## src/rtl/conv_pkg.sv

```systemverilog
// Shared constants for the K=4, rate-1/2 convolutional encoder framer:
// generator polynomials, framer FSM state encoding and the symbol function.
package conv_pkg;

    localparam int K = 4;

    // Generator taps, MSB = u[n], LSB = u[n-3]
    localparam logic [3:0] G1 = 4'b1101;  // octal 15 -> c1
    localparam logic [3:0] G0 = 4'b1111;  // octal 17 -> c0

    typedef enum logic [1:0] {
        ST_IDLE  = 2'd0,
        ST_SHIFT = 2'd1,
        ST_TAIL  = 2'd2,
        ST_GAP   = 2'd3
    } state_t;

    // Encoded symbol {c1,c0} for the window {u[n], u[n-1], u[n-2], u[n-3]}
    function automatic logic [1:0] conv_symbol(input logic [3:0] win);
        return {^(win & G1), ^(win & G0)};
    endfunction

endpackage

```

## src/rtl/conv_enc_core.sv

```systemverilog
// Encoder core: 3-bit input history plus combinational symbol generation.
// The symbol for the bit presented now is available in the same cycle; the
// history only moves when the framer actually emits that symbol.
module conv_enc_core
    import conv_pkg::*;
(
    input  logic       clk,
    input  logic       rst,        // asynchronous, active-low
    input  logic       i_bit,      // u[n]
    input  logic       i_advance,  // symbol emitted this cycle, shift history
    input  logic       i_clear,    // start of frame, zero history
    output logic [1:0] o_sym       // {c1,c0}
);

    // r_hist[0] = u[n-1], r_hist[1] = u[n-2], r_hist[2] = u[n-3]
    logic [K-2:0] r_hist;
    logic [K-1:0] w_win;

    assign w_win = {i_bit, r_hist[0], r_hist[1], r_hist[2]};
    assign o_sym = conv_symbol(w_win);

    // History shift register, cleared at frame start
    always_ff @(posedge clk or negedge rst) begin
        if (!rst) begin
            r_hist <= '0;
        end else if (i_clear) begin
            r_hist <= '0;
        end else if (i_advance) begin
            r_hist <= {r_hist[K-3:0], i_bit};
        end
    end

endmodule

```

## src/rtl/conv_enc_framer.sv

```systemverilog
// Byte-stream to convolutional-symbol framer feeding a Viterbi decoder.
// Serialises bytes, encodes with the K=4 rate-1/2 core, appends TAIL_LEN
// flush bits, then enforces MIN_GAP idle cycles before the next frame.
// Optional feature: define CONV_ERR_INJECT_EN to add the inj_en input and
// the INJ_PERIOD parameter, which flip c0 on every INJ_PERIOD-th symbol.
// TAIL_LEN and MIN_GAP are expected to be at least 1.
module conv_enc_framer
    import conv_pkg::*;
#(
    parameter int MSB_FIRST = 1,
    parameter int TAIL_LEN  = 3,
    parameter int MIN_GAP   = 2
`ifdef CONV_ERR_INJECT_EN
    ,
    parameter logic [15:0] INJ_PERIOD = 16'd64
`endif
) (
    input  logic       clk,
    input  logic       rst,
    input  logic       in_valid,
    input  logic [7:0] in_data,
    input  logic       in_last,
    output logic       in_ready,
    output logic       enc_enable,
    output logic [1:0] enc_d,
    output logic       frame_done,
    output logic       err_underrun
`ifdef CONV_ERR_INJECT_EN
    ,
    input  logic       inj_en
`endif
);

    localparam logic [15:0] TAIL_LAST = 16'(TAIL_LEN - 1);
    localparam logic [15:0] GAP_LAST  = 16'(MIN_GAP - 1);

    state_t      r_state;
    logic [7:0]  r_byte;
    logic        r_last;
    logic [2:0]  r_bitcnt;
    logic [15:0] r_cnt;
    logic        r_alive;
    logic        r_enable;
    logic [1:0]  r_d;
    logic        r_done_pend;
    logic        r_frame_done;
    logic        r_underrun;

    logic        w_bit7;
    logic        w_ready;
    logic        w_hs;
    logic        w_clear;
    logic        w_emit;
    logic [2:0]  w_idx;
    logic        w_bit;
    logic        w_u;
    logic [1:0]  w_sym;
    logic [1:0]  w_sym_out;

    assign w_bit7  = (r_state == ST_SHIFT) && (r_bitcnt == 3'd7);
    // r_alive keeps in_ready low until the first clock after reset release
    assign w_ready = ((r_state == ST_IDLE) && r_alive) || (w_bit7 && !r_last);
    assign w_hs    = in_valid && w_ready;
    assign w_clear = w_hs && (r_state == ST_IDLE);
    assign w_emit  = (r_state == ST_SHIFT) || (r_state == ST_TAIL);
    assign w_idx   = (MSB_FIRST != 0) ? (3'd7 - r_bitcnt) : r_bitcnt;
    assign w_bit   = r_byte[w_idx];
    assign w_u     = (r_state == ST_SHIFT) ? w_bit : 1'b0;

    conv_enc_core u_core (
        .clk       (clk),
        .rst       (rst),
        .i_bit     (w_u),
        .i_advance (w_emit),
        .i_clear   (w_clear),
        .o_sym     (w_sym)
    );

`ifdef CONV_ERR_INJECT_EN
    logic [15:0] r_injcnt;
    logic        w_inj_hit;

    assign w_inj_hit = (r_injcnt == (INJ_PERIOD - 16'd1));
    assign w_sym_out = w_sym ^ {1'b0, inj_en & w_inj_hit};

    // Emitted-symbol counter from frame start, wrapping every INJ_PERIOD
    always_ff @(posedge clk or negedge rst) begin
        if (!rst) begin
            r_injcnt <= '0;
        end else if (w_clear) begin
            r_injcnt <= '0;
        end else if (w_emit) begin
            r_injcnt <= w_inj_hit ? 16'd0 : (r_injcnt + 16'd1);
        end
    end
`else
    assign w_sym_out = w_sym;
`endif

    // Framer FSM: byte loading, bit/tail/gap counting and status pulses
    always_ff @(posedge clk or negedge rst) begin
        if (!rst) begin
            r_state      <= ST_IDLE;
            r_byte       <= '0;
            r_last       <= 1'b0;
            r_bitcnt     <= '0;
            r_cnt        <= '0;
            r_alive      <= 1'b0;
            r_done_pend  <= 1'b0;
            r_frame_done <= 1'b0;
            r_underrun   <= 1'b0;
        end else begin
            r_alive      <= 1'b1;
            r_done_pend  <= 1'b0;
            r_underrun   <= 1'b0;
            // frame_done lands the cycle after the last tail symbol shows
            r_frame_done <= r_done_pend;
            case (r_state)
                ST_IDLE: begin
                    if (w_hs) begin
                        r_byte   <= in_data;
                        r_last   <= in_last;
                        r_bitcnt <= '0;
                        r_state  <= ST_SHIFT;
                    end
                end
                ST_SHIFT: begin
                    r_bitcnt <= r_bitcnt + 3'd1;
                    if (w_bit7) begin
                        if (r_last) begin
                            r_cnt   <= '0;
                            r_state <= ST_TAIL;
                        end else if (in_valid) begin
                            // next byte continues the stream without a bubble
                            r_byte <= in_data;
                            r_last <= in_last;
                        end else begin
                            r_underrun <= 1'b1;
                            r_cnt      <= '0;
                            r_state    <= ST_TAIL;
                        end
                    end
                end
                ST_TAIL: begin
                    if (r_cnt == TAIL_LAST) begin
                        r_done_pend <= 1'b1;
                        r_cnt       <= '0;
                        r_state     <= ST_GAP;
                    end else begin
                        r_cnt <= r_cnt + 16'd1;
                    end
                end
                ST_GAP: begin
                    if (r_cnt == GAP_LAST) begin
                        r_cnt   <= '0;
                        r_state <= ST_IDLE;
                    end else begin
                        r_cnt <= r_cnt + 16'd1;
                    end
                end
                default: r_state <= ST_IDLE;
            endcase
        end
    end

    // Registered symbol output; zero whenever no symbol is being emitted
    always_ff @(posedge clk or negedge rst) begin
        if (!rst) begin
            r_enable <= 1'b0;
            r_d      <= 2'b00;
        end else begin
            r_enable <= w_emit;
            r_d      <= w_emit ? w_sym_out : 2'b00;
        end
    end

    assign in_ready     = w_ready;
    assign enc_enable   = r_enable;
    assign enc_d        = r_d;
    assign frame_done   = r_frame_done;
    assign err_underrun = r_underrun;

endmodule

```

## config.mk

```make
export PLATFORM = sky130hd
export DESIGN_NAME = conv_enc_framer
export DESIGN_NICKNAME = d
export VERILOG_FILES = /design/src/rtl/conv_pkg.sv /design/src/rtl/conv_enc_core.sv /design/src/rtl/conv_enc_framer.sv
export SDC_FILE = /design/constraint.sdc
export NUM_CORES = 1
export LEC_CHECK = 0
export BUFFER_PORTS_ARGS = -buffer_cell sky130_fd_sc_hd__buf_2
export CAP_MARGIN = 20
export CORE_UTILIZATION = 65
export CTS_BUF_LIST = sky130_fd_sc_hd__clkbuf_4 sky130_fd_sc_hd__clkbuf_8
export DETAILED_ROUTE_END_ITERATION = 6
export PLACE_DENSITY_LB_ADDON = 0.08
export SLEW_MARGIN = 20
export SYNTH_ARGS = -nofsm -noshare
export SYNTH_HDL_FRONTEND = slang
export SYNTH_SLANG_ARGS = --single-unit
```

## constraint.sdc

```tcl
create_clock -name clk -period 3.79 [get_ports clk]
set_input_delay 0.758 -clock clk [delete_from_list [all_inputs] [get_ports clk]]
set_output_delay 0.758 -clock clk [all_outputs]
set_load 0.02 [all_outputs]
```

==> key figures, run 1 <==
Yosys
  – Mapped Cells: 191
  – Post-synth top area cell: dfrtp_1
  – Syn Area/Cell: 10.9 um2
  – Seq/Total Area, Yosys: 0.480
  – Top FF cell, synth: dfrtp_1
  – Net Count, Synth: 213
  – Ranking of synthesized cells by area: dfrtp_1 48%, ha_1 6.0%, mux2_2 4.9%, nand2_1 3.4%, a22o_1 3.4%
  – EDFF count, synth: 0
  – Post-Syn Area: 2090 um2
  – Synth Register Bits: 40
  – Synth unique cells: 43
  – Ys async rst share: 1.00
  – Synth top area share: 0.480
  – Synth warnings: 0

Finish
  – Antenna diode count: 0
  – Commonest non-fill, non-tap cell in the layout: dfrtp_1
  – Total Nets Final: 236
  – Synthesis-to-finish area growth: 9.71%
  – Filler cells: 237
  – Most frequent cells in the layout: 40 x dfrtp_1, 19 x nand2_1, 17 x buf_2, 15 x nor2_1, 10 x ha_1
  – Layout cells sized above 1: 0.214

Die
  – # rows: 20
  – Core Footprint: 3050 um2
  – Effective utilization at floorplan: 0.684
  – IO Pins: 18
  – Chip height: 58.7 um
  – Full die area: 3440 um2
  – Die width: 58.7 um

Detailed routing
  – Met3 wire len: 201 um
  – Met1 wire length: 1580 um
  – Initial DRC Count: 103
  – Met2 WL: 2150 um
  – Max Used Layer: met4
  – Vias per cell: 5.99
  – Detailed Routing Iterations Pass 1: 4
  – Wire per inst: 15.8 um
  – DRC: 0
  – Via count: 1551
  – Post-DRT Antenna Nets: 0
  – Drt total wl: 4080 um

Pwr
  – Pwr dens: 297 nW/um2
  – Leak: 1.11 nW
  – Worst IR Drop VDD: 0.251 mV

Timing
  – Period utilization: 0.635
  – Fmax achieved: 0.415 GHz
  – Hold Slack: 365 ps
  – Min cycle time layout: 2410 ps
  – Slew Limit Fails: 0
  – Final Hold Fails: 0
  – Setup Viol. Count Final: 0
  – Setup TNS: 0 ps
  – Max transition margin: 0.425
  – Skew final: 14.4 ps
  – Worst slew pin tran: 863 ps
  – RSZ-0062 raised after global routing: false

Worst setup path
  – Crit Path Max Fanout: 4
  – Critical Path End Type: primary output
  – WP data required: 3030 ps
  – Critical Path Start Type: flop
  – Crit path kind: reg -> out
  – Critical path arrival: 1650 ps

GRT
  – Vias in the first global route: 1544
  – Initial antenna violation count: 0
  – Largest net degree at the start of global routing: 41
  – First-pass GRT wire length: 6870 um
  – Remaining global-route overflow: 0
  – GRT Overall Usage: 0.272

Clock tree
  – Cts hold-fix bufs: 0
  – Setup Buffers After CTS: 0
  – CTS tree: yes
  – Clk slew on worst S/H paths: 110 ps
  – CTS Sinks: 40
  – Post-cts resize count: 0
  – H-tree levels: 2
  – CTS max path bufs: 2
  – CTS Buf Count: 5
  – Clock Latency Late Sink: 350 ps
  – Clock Tree Root: clkbuf_4

Min path
  – Worst hold-check path type: reg -> reg

Place
  – DPL Wire Length: 2940 um
  – GPL Wtd Cong: 0.908
  – PortBufs: 17

Run
  – Max-cap violations: 0

Status
  – Status: complete, no violations
## through the flow
stage | instance area [um2] | power [W] | cells | util | worst slack (ps)
CTS | 2290 | 0.000691 | 259 | 0.750 | 1360
global route | 2290 | 0.000709 | 259 | 0.750 | 1250
global placement | 2220 | 0.000451 | 251 | 0.728 | 1740
finish | 2290 | 0.000680 | 259 | 0.750 | 1380
floorplan | 2090 | 0.000437 | 191 | - | 1910
detailed placement | 2220 | 0.000452 | 251 | 0.728 | 1630
## layer usage
layer,GRT usage,vias to the layer above
li1,-,732
met1,0.306,752
met2,0.466,52
met3,0.0769,15
met4,0.153,0
met5,0,-
## cell type report
cell class,count,area [um2],area share
Clock buffer,8,66.3,0.0290
Sequential cell,40,1000,0.437
Multi-Input combinational cell,142,1050,0.460
Tap cell,44,55.1,0.0240
Timing Repair Buffer,17,85.1,0.0372
Inverter,8,30.0,0.0131
## path summary, 6_finish.rpt
check                                        start                     to  slack, ps  cells after the start
max                        r_bitcnt[0]$_DFFE_PN0P_               in_ready       1380                      5
min                          r_done_pend$_DFF_PN0_   frame_done$_DFF_PN0_        370                      0
max reg2reg                 r_state[1]$_DFFE_PN0P_  r_cnt[10]$_DFFE_PN0P_       1690                      6
min reg2reg                  r_done_pend$_DFF_PN0_   frame_done$_DFF_PN0_        370                      0
max in group asynchronous                      rst   enc_enable$_DFF_PN0_       2730                      1
min in group asynchronous                      rst   r_cnt[5]$_DFFE_PN0P_        510                      1
## cell families (layout without fill, tap and decap cells)
group / Yosys count / in the layout / synth area share
buf+inv: 9 / 33 / 0.0162
fa+ha+maj: 10 / 10 / 0.0600
flops: 40 / 40 / 0.480
xor+xnor: 7 / 7 / 0.0294
simple gates: 75 / 75 / 0.201
mux: 15 / 15 / 0.0893
compound gates: 34 / 34 / 0.123
other cells: 1 / 1 / 0.00180
## Yosys cell counts (5+ instances only)
master and instances:
nand3_1 6, mux2_2 9, nor2b_1 5, o21ai_1 7
dfrtp_1 40, xnor2_1 6, nand2_1 19, ha_1 10
inv_1 8, nor2_1 15, a22o_1 8, and3_1 5
## registers in the layout (all words and copies together) (netlist names)
signal	count
r_state	2
err_underrun	1
r_bitcnt	3
r_alive	1
u_core.r_hist	3
enc_d	2
r_cnt	16
r_byte	8
enc_enable	1
r_done_pend	1
r_last	1
frame_done	1
## report_power, final
part,switching (W),internal [W],total [W]
sequential,0.000000385,0.000427,0.000427
clock,0.000131,0.000106,0.000237
combinational,0.0000109,0.00000445,0.0000153
## worst max-delay path, stage by stage (launching register included)
cell	delay, ps
dfrtp_1	450
ha_1	220
ha_1	220
nand3b_1	160
nand2_1	90
buf_2	170
Note: power is estimated with default switching activity, not from simulation.
==> run 2, diff against run 1 <==
CORE_UTILIZATION = 61   (was 65)
clock period = 2.48 ns   (was 3.79 ns; I/O delays follow)
==> key figures, run 2 (synthesis results as in run 1) <==
Finish
  – Antenna diode count: 0 (unchanged)
  – Max reg flops: 16 (unchanged)
  – Area of the multi-input gates: 1050 um2 (unchanged)
  – Reg area: 1000 um2 (unchanged)
  – Commonest non-fill, non-tap cell in the layout: dfrtp_1
  – Synthesis-to-finish area growth: 9.29%
  – Filler cells: 234 (-1.3%)
  – Regs by FF count: r_cnt (16), r_byte (8)
  – Layout cells sized above 1: 0.214 (unchanged)
  – Reg with most FFs: r_cnt
  – Total Nets Final: 237 (+0.42%)
  – Most frequent cells in the layout: 40 x dfrtp_1, 19 x nand2_1, 17 x buf_2, 15 x nor2_1, 10 x ha_1

Clock tree
  – CTS max path bufs: 2 (unchanged)
  – Cts hold-fix bufs: 0 (unchanged)
  – CTS tree: yes
  – Clock Tree Root: clkbuf_4
  – H-tree levels: 2 (unchanged)
  – Setup Buffers After CTS: 0 (unchanged)
  – CTS Sinks: 40 (unchanged)
  – Clock Latency Late Sink: 350 ps (about the same)
  – Clk slew on worst S/H paths: 110 ps (about the same)
  – CTS Buf Count: 5 (unchanged)
  – Post-cts resize count: 0 (unchanged)

Die
  – # rows: 20 (unchanged)
  – Full die area: 3660 um2 (+6.3%)
  – IO Pins: 18 (unchanged)
  – Chip height: 60.5 um (+3.1%)
  – Die width: 60.5 um (+3.1%)
  – Core Footprint: 3150 um2 (+3.3%)
  – Effective utilization at floorplan: 0.662 (-0.0217)

Min path
  – Worst hold-check path type: in -> async

Place
  – DPL Wire Length: 3020 um (+2.6%)
  – GPL Wtd Cong: 0.853 (-6.0%)
  – PortBufs: 17 (unchanged)
  – Place WS: 503 ps (-1130 ps)

Detailed routing
  – Detailed Routing Iterations Pass 1: 4 (unchanged)
  – Met1 wire length: 1820 um (+15%)
  – Post-DRT Antenna Nets: 0 (unchanged)
  – Vias per cell: 6.05 (+1.0%)
  – Drt total wl: 4090 um (+0.34%)
  – Max Used Layer: met4
  – Met3 wire len: 235 um (+17%)
  – Met2 WL: 1970 um (-8.6%)
  – DRC: 0 (unchanged)
  – Initial DRC Count: 85 (-17%)
  – Via count: 1567 (+1.0%)
  – Wire per inst: 15.8 um (+0.34%)

GRT
  – Initial antenna violation count: 0 (unchanged)
  – Vias in the first global route: 1518 (-1.7%)
  – First-pass GRT wire length: 6840 um (-0.41%)
  – Largest net degree at the start of global routing: 41 (unchanged)
  – Remaining global-route overflow: 0 (unchanged)
  – GRT Overall Usage: 0.261 (-0.0119)

Worst setup path
  – Most frequent cell on the critical path: ha_1
  – Critical path buffer and inverter count: 1 (unchanged)
  – Critical Path Start Type: flop
  – Critical Path End Type: primary output
  – Critical path launch point: r_bitcnt[0]$_DFFE_PN0P_
  – Critical path arrival: 1670 ps (+20 ps)
  – Critical Path, Cell by Cell: ha_1 -> ha_1 -> nand3b_1 -> nand2_1 -> buf_2
  – Slowest cell on crit path: dfrtp_1
  – WP data required: 1980 ps (-1050 ps)
  – Crit Path Max Fanout: 4 (unchanged)
  – Slowest stage delay, CP: 460 ps (about the same)
  – WP depth: 5 (unchanged)
  – Reg2Reg Depth: 6 (unchanged)
  – Worst Setup EP: in_ready
  – Reg2reg start: r_bitcnt[0]$_DFFE_PN0P_
  – Crit path kind: reg -> out
  – Family with the most delay on the worst path: flip-flops
  – R2r setup slk: 460 ps (-1230 ps)
  – R2r endpoint: r_cnt[2]$_DFFE_PN0P_

Timing
  – Final Hold Fails: 0 (unchanged)
  – Skew final: 5.88 ps (-8.52 ps)
  – Max transition margin: 0.437 (+0.0119)
  – Setup TNS: 0 ps (unchanged)
  – Worst slew pin tran: 845 ps (-17.8 ps)
  – Fmax achieved: 0.462 GHz
  – Period utilization: 0.872
  – RSZ-0062 raised after global routing: false
  – Setup Viol. Count Final: 0 (unchanged)
  – Min cycle time layout: 2160 ps
  – Final WS setup: 317 ps (-1060 ps)
  – Slew Limit Fails: 0 (unchanged)

Pwr
  – Pwr dens: 434 nW/um2 (+46%)
  – Leak: 1.11 nW (-0.34%)
  – Worst IR Drop VDD: 0.341 mV (+36%)

Run
  – Max-cap violations: 0 (unchanged)

Status
  – Status: complete, no violations
==> run 2: worst min path at each step <==
stage	startpoint	end	cells after the start	slack, ps
2_1_floorplan	rst	enc_d[0]$_DFF_PN0_	0	200
3_3_place_gp	r_done_pend$_DFF_PN0_	frame_done$_DFF_PN0_	0	330
3_5_place_dp	r_done_pend$_DFF_PN0_	frame_done$_DFF_PN0_	0	350
4_1_cts	rst	enc_d[1]$_DFF_PN0_	1	270
5_1_grt	rst	enc_d[1]$_DFF_PN0_	1	290
6_report	rst	r_cnt[5]$_DFFE_PN0P_	1	240
==> run 2: through the flow <==
step | std cells | util | total power, W | instance area, um2 | hold slack [ps]
finish | 259 | 0.723 | 0.000991 | 2280 | 243
global route | 259 | 0.723 | 0.00103 | 2280 | 294
CTS | 259 | 0.723 | 0.00100 | 2280 | 267
detailed placement | 252 | 0.708 | 0.000690 | 2230 | 345
global placement | 252 | 0.708 | 0.000689 | 2230 | 332
floorplan | 191 | - | 0.000668 | 2090 | 200
==> run 2: cell type report <==
cell class / count / share of cell area
inverters: 8 / 0.0132
clock inverters: 1 / 0.00219
clock buffers: 6 / 0.0197
multi-input cells: 142 / 0.461
well taps: 44 / 0.0241
flip-flops and latches: 40 / 0.439
repair buffers: 18 / 0.0406
==> run 2: per-layer routing <==
metal  track usage  vias up
met3        0.0789        8
met2         0.396       49
met5             0        -
met1         0.343      774
met4         0.123        0
li1              -      736
==> run 2: report_power, final <==
group / switching [W] / internal (W)
logic: 0.0000161 / 0.00000677
clock network: 0.000199 / 0.000115
registers: 0.000000767 / 0.000653
total: 0.000216 / 0.000775
